===== src/rtl/array_mul_pkg.sv =====
// Default operand and product widths for the array multiplier.
package array_mul_pkg;

    localparam int unsigned M_W = 4;
    localparam int unsigned Q_W = 4;
    localparam int unsigned P_W = M_W + Q_W;

endpackage : array_mul_pkg


===== src/rtl/full_adder.sv =====
// One-bit full adder cell used to build the multiplier reduction array.
module full_adder (
    input  logic a,
    input  logic b,
    input  logic cin,
    output logic sum,
    output logic cout
);

    always_comb begin
        sum  = a ^ b ^ cin;
        cout = (a & b) | (cin & (a ^ b));
    end

endmodule : full_adder


===== src/rtl/array_multiplier.sv =====
// Registered unsigned ripple-array multiplier: input registers, AND-plane,
// (WIDTHQ-1) x WIDTHM full-adder grid, output register. Latency 2 edges.
module array_multiplier
    import array_mul_pkg::*;
#(
    parameter int unsigned WIDTHM = M_W,
    parameter int unsigned WIDTHQ = Q_W,
    parameter int unsigned WIDTHP = WIDTHM + WIDTHQ
) (
    input  logic              clk,
    input  logic              rstN,
    input  logic [WIDTHM-1:0] m_i,
    input  logic [WIDTHQ-1:0] q_i,
    output logic [WIDTHP-1:0] product_o
);

    logic [WIDTHM-1:0] m_r, m_d;
    logic [WIDTHQ-1:0] q_r, q_d;
    logic [WIDTHP-1:0] product_q, product_d;

    logic [WIDTHM-1:0] pp  [WIDTHQ];
    // acc[r] = {row carry-out, row sums}; acc[0] is the bare first partial product
    logic [WIDTHM:0]   acc [WIDTHQ];
    logic [WIDTHM-1:0] cy  [WIDTHQ-1];

    always_comb begin
        m_d = m_i;
        q_d = q_i;
    end

    always_ff @(posedge clk or negedge rstN) begin
        if (!rstN) begin
            m_r <= '0;
            q_r <= '0;
        end else begin
            m_r <= m_d;
            q_r <= q_d;
        end
    end

    always_comb begin
        pp = '{default: '0};
        for (int unsigned j = 0; j < WIDTHQ; j++) begin
            for (int unsigned i = 0; i < WIDTHM; i++) begin
                pp[j][i] = m_r[i] & q_r[j];
            end
        end
    end

    assign acc[0] = {1'b0, pp[0]};

    // Row r adds pp[r] to the previous row shifted right by one; its LSB retires
    // as product bit r, the rest (plus carry-out) feeds the next row.
    for (genvar r = 1; r < WIDTHQ; r++) begin : g_row
        for (genvar i = 0; i < WIDTHM; i++) begin : g_cell
            if (i == 0) begin : g_half
                full_adder u_fa (
                    .a    (pp[r][i]),
                    .b    (acc[r-1][i+1]),
                    .cin  (1'b0),
                    .sum  (acc[r][i]),
                    .cout (cy[r-1][i])
                );
            end else begin : g_full
                full_adder u_fa (
                    .a    (pp[r][i]),
                    .b    (acc[r-1][i+1]),
                    .cin  (cy[r-1][i-1]),
                    .sum  (acc[r][i]),
                    .cout (cy[r-1][i])
                );
            end
        end
        assign acc[r][WIDTHM] = cy[r-1][WIDTHM-1];
    end

    always_comb begin
        product_d = '0;
        for (int unsigned j = 0; j < WIDTHQ; j++) begin
            product_d[j] = acc[j][0];
        end
        for (int unsigned i = 1; i <= WIDTHM; i++) begin
            product_d[WIDTHQ-1+i] = acc[WIDTHQ-1][i];
        end
    end

    always_ff @(posedge clk or negedge rstN) begin
        if (!rstN) begin
            product_q <= '0;
        end else begin
            product_q <= product_d;
        end
    end

    assign product_o = product_q;

endmodule : array_multiplier


===== config.mk =====
export PLATFORM = sky130hd
export DESIGN_NAME = array_multiplier
export DESIGN_NICKNAME = d
export VERILOG_FILES = /design/src/rtl/array_mul_pkg.sv /design/src/rtl/full_adder.sv /design/src/rtl/array_multiplier.sv
export SDC_FILE = /design/constraint.sdc
export NUM_CORES = 1
export LEC_CHECK = 0
export ABC_AREA = 1
export CAP_MARGIN = 10
export CORE_AREA = 5 5 46 48
export CTS_BUF_LIST = sky130_fd_sc_hd__clkbuf_16
export CTS_CLUSTER_DIAMETER = 150
export DETAILED_ROUTE_END_ITERATION = 6
export DIE_AREA = 0 0 51 53
export GPL_TIMING_DRIVEN = 0
export PLACE_DENSITY = 0.78
export SYNTH_ARGS = -nofsm -noshare
export SYNTH_HDL_FRONTEND = slang
export SYNTH_HIERARCHICAL = 1
export SYNTH_SLANG_ARGS = --single-unit

===== constraint.sdc =====
create_clock -name clk -period 9.4 [get_ports clk]
set_input_delay 1.41 -clock clk [delete_from_list [all_inputs] [get_ports clk]]
set_output_delay 1.41 -clock clk [all_outputs]
set_load 0.02 [all_outputs]

==> results_dict.tcl <==
set metrics [dict create \
    ys_types 5 \
    area.sequential_um2 400 \
    reg2reg_setup_slack_ns 5.29 \
    clkSinkCount 16 \
    yosysWarningCount 6 \
    wl_per_cell_um 12.1 \
    synth_top_area_share_pct 52.4 \
    wl_mm 1.23 \
    syn_avg_cell_area_um2 12.5 \
    rsz0062_at_grt "false" \
    fmax_ghz 0.243 \
    r2r_end "product_o[6]$_DFF_PN0_" \
    grt_pass1_vias 567 \
    crit_arrival_ns 4.22 \
    status "complete, no violations" \
    clk_latency_ns 0.24 \
    synth_edf_count 0 \
    final_cells 102 \
    r2r-start "q_r[1]$_DFF_PN0_" \
    rows 15 \
    power.density_nw_per_um2 223 \
    grt_usage_pct 12.1 \
    ctsHtreeMaxLevel 1 \
    drive_gt1_share_pct 3.53 \
    cts_tree "yes" \
    grt_antenna_before_repair 0 \
    min_period_ns 4.11 \
    synth_area_um2 764 \
    dp.cells 98 \
    finalHoldViolations 0 \
    firstDrtPassIters 4 \
    yosysTopAreaCell "dfrtp_1" \
    multi_input_area_um2 315 \
    postSynth.asyncResetShare_pct 100 \
    clockBufferDepth 2 \
    timing.hold.ws_ns 0.523 \
    start_util_pct 45.8 \
    tightest_slew_ns 0.689 \
    globalplace.congestion 0.724 \
    hold_path.class "reg -> reg" \
    setup_tns_ns 0 \
    seq_area_frac_synth_pct 52.4 \
    die_width_um 51 \
    n_antenna_cell 0 \
    worstPathMaxFanout 4 \
    synth_cells 61 \
    die_area_um2 2700 \
    synthTopCellsByArea "dfrtp_1 (52%), fa_1 (31%), inv_1 (7.9%)" \
    skew_ns 0.00237 \
    ff2ff_path_depth 10 \
    cts_buffers 3 \
    cts.reportedPaths.clkPinSlew_ns 0.05 \
    coreArea_um2 1670 \
    post_cts_buffers 0 \
    ys.flop_type "dfrtp_1" \
    critPathLaunch "q_r[1]$_DFF_PN0_" \
    finalCritPeriodShare_pct 43.7 \
    viasPerCell 4.50 \
    grt_start_max_net_pins 17 \
    leakagePower_uw 0.000573 \
    cp.required_ns 9.52 \
    synth_common_cells "dfrtp_1 (16), inv_1 (16), nand2_1 (16), fa_1 (12), conb_1 (1)" \
    hold_start "m_r[0]$_DFF_PN0_" \
    drcViolationCount 0 \
    dp_hpwl_um 910 \
    timing.critical_path.to "product_o[6]$_DFF_PN0_" \
    vias 459 \
    drt-initial-drc-count 6 \
    finalSetupViolCount 0 \
    cts_root_buffer "clkbuf_16" \
    slew_violations 0 \
    slew_headroom_pct 53.9 \
    crit_path_end_kind "flop" \
    fillers 124 \
    max-vdd-ir-drop_mv 0.125 \
    ctsResizeCount 0 \
    ant_nets 0 \
    nNetsFinal 108 \
    yosys_register_bits 16 \
    grt_pass1_wl_mm 2.27 \
    die_h_um 53 \
    num_io_pins 18 \
    drv_cap 0 \
    port_buffers 17 \
    syn2layout_area_growth_pct 36.8 \
    grt_overflow 0 \
    crit_type "reg -> reg" \
    min_path_cells 2 \
    startpoint_type "flop" \
    ctsHoldBuffers 0 \
]
per-stage QoR:
stage                     instance area [µm²]  util, %  setup slack [ns]  total power [µW]
after detailed placement                  967     57.9              5.30               154
after global placement                    967     57.9              5.36               150
after CTS                                1050     62.6              5.26               238
after global routing                     1050     62.6              5.18               248
after floorplan                           776        -              5.44               121
final                                    1050     62.6              5.29               233
state kept, by name (all words and copies together), names as in the netlist:
name / flops
m_r: 4
q_r: 4
product_o: 8
where the power goes:
part	internal [µW]	leakage (µW)	switching (µW)
Clock	56.3	0.0000385	25.2
Combinational	33.0	0.000345	33.0
Sequential	81.6	0.000190	4.32
how the worst min path moves through the flow:
stage | endpoint | slack [ns]
final | product_o[0]$_DFF_PN0_ | 0.52
after global routing | product_o[0]$_DFF_PN0_ | 0.58
after CTS | product_o[0]$_DFF_PN0_ | 0.52
after detailed placement | product_o[0]$_DFF_PN0_ | 0.51
after global placement | product_o[0]$_DFF_PN0_ | 0.51
after floorplan | product_o[0]$_DFF_PN0_ | 0.48
area by class of cell:
| class | instances | share of cell area, % |
|---|---|---|
| sequential | 16 | 38.3 |
| multi-input combinational | 32 | 30.1 |
| timing repair buffer | 17 | 16.3 |
| clock buffer | 3 | 7.18 |
| inverter | 16 | 5.74 |
| tap | 17 | 2.03 |
| clock inverter | 1 | 0.359 |
cells in the final DEF (no fill, tap or decap):
cell / Yosys / layout
nand2_1: 16 / 16
clkbuf_16: 0 / 3
fa_1: 12 / 12
dfrtp_1: 16 / 16
conb_1: 1 / 4
inv_1: 16 / 16
clkinv_1: 0 / 1
clkdlybuf4s50_1: 0 / 17
worst max-delay path, cell delays in order (launching register included):
cell and delay, ns:
dfrtp_1 0.41, nand2_1 0.07, inv_1 0.05, fa_1 0.42, fa_1 0.39, fa_1 0.40, fa_1 0.48, fa_1 0.43
fa_1 0.47, fa_1 0.42, fa_1 0.43
metal layers:
metal	vias up	global-route usage (%)	routed length (µm)
li1	211	-	-
met1	229	10.8	401
met2	16	23.8	708
met3	3	3.66	93
met4	0	6.73	27
met5	-	0	0
kinds of logic (layout without fill, tap and decap cells):
group,count (synthesis),after routing,share of synthesized area [%]
flops,16,16,52.4
simple gates,16,16,7.86
buf+inv,16,37,7.86
fa+ha+maj,12,12,31.4
other cells,1,4,0.491
(Power assumes the default switching activity.)
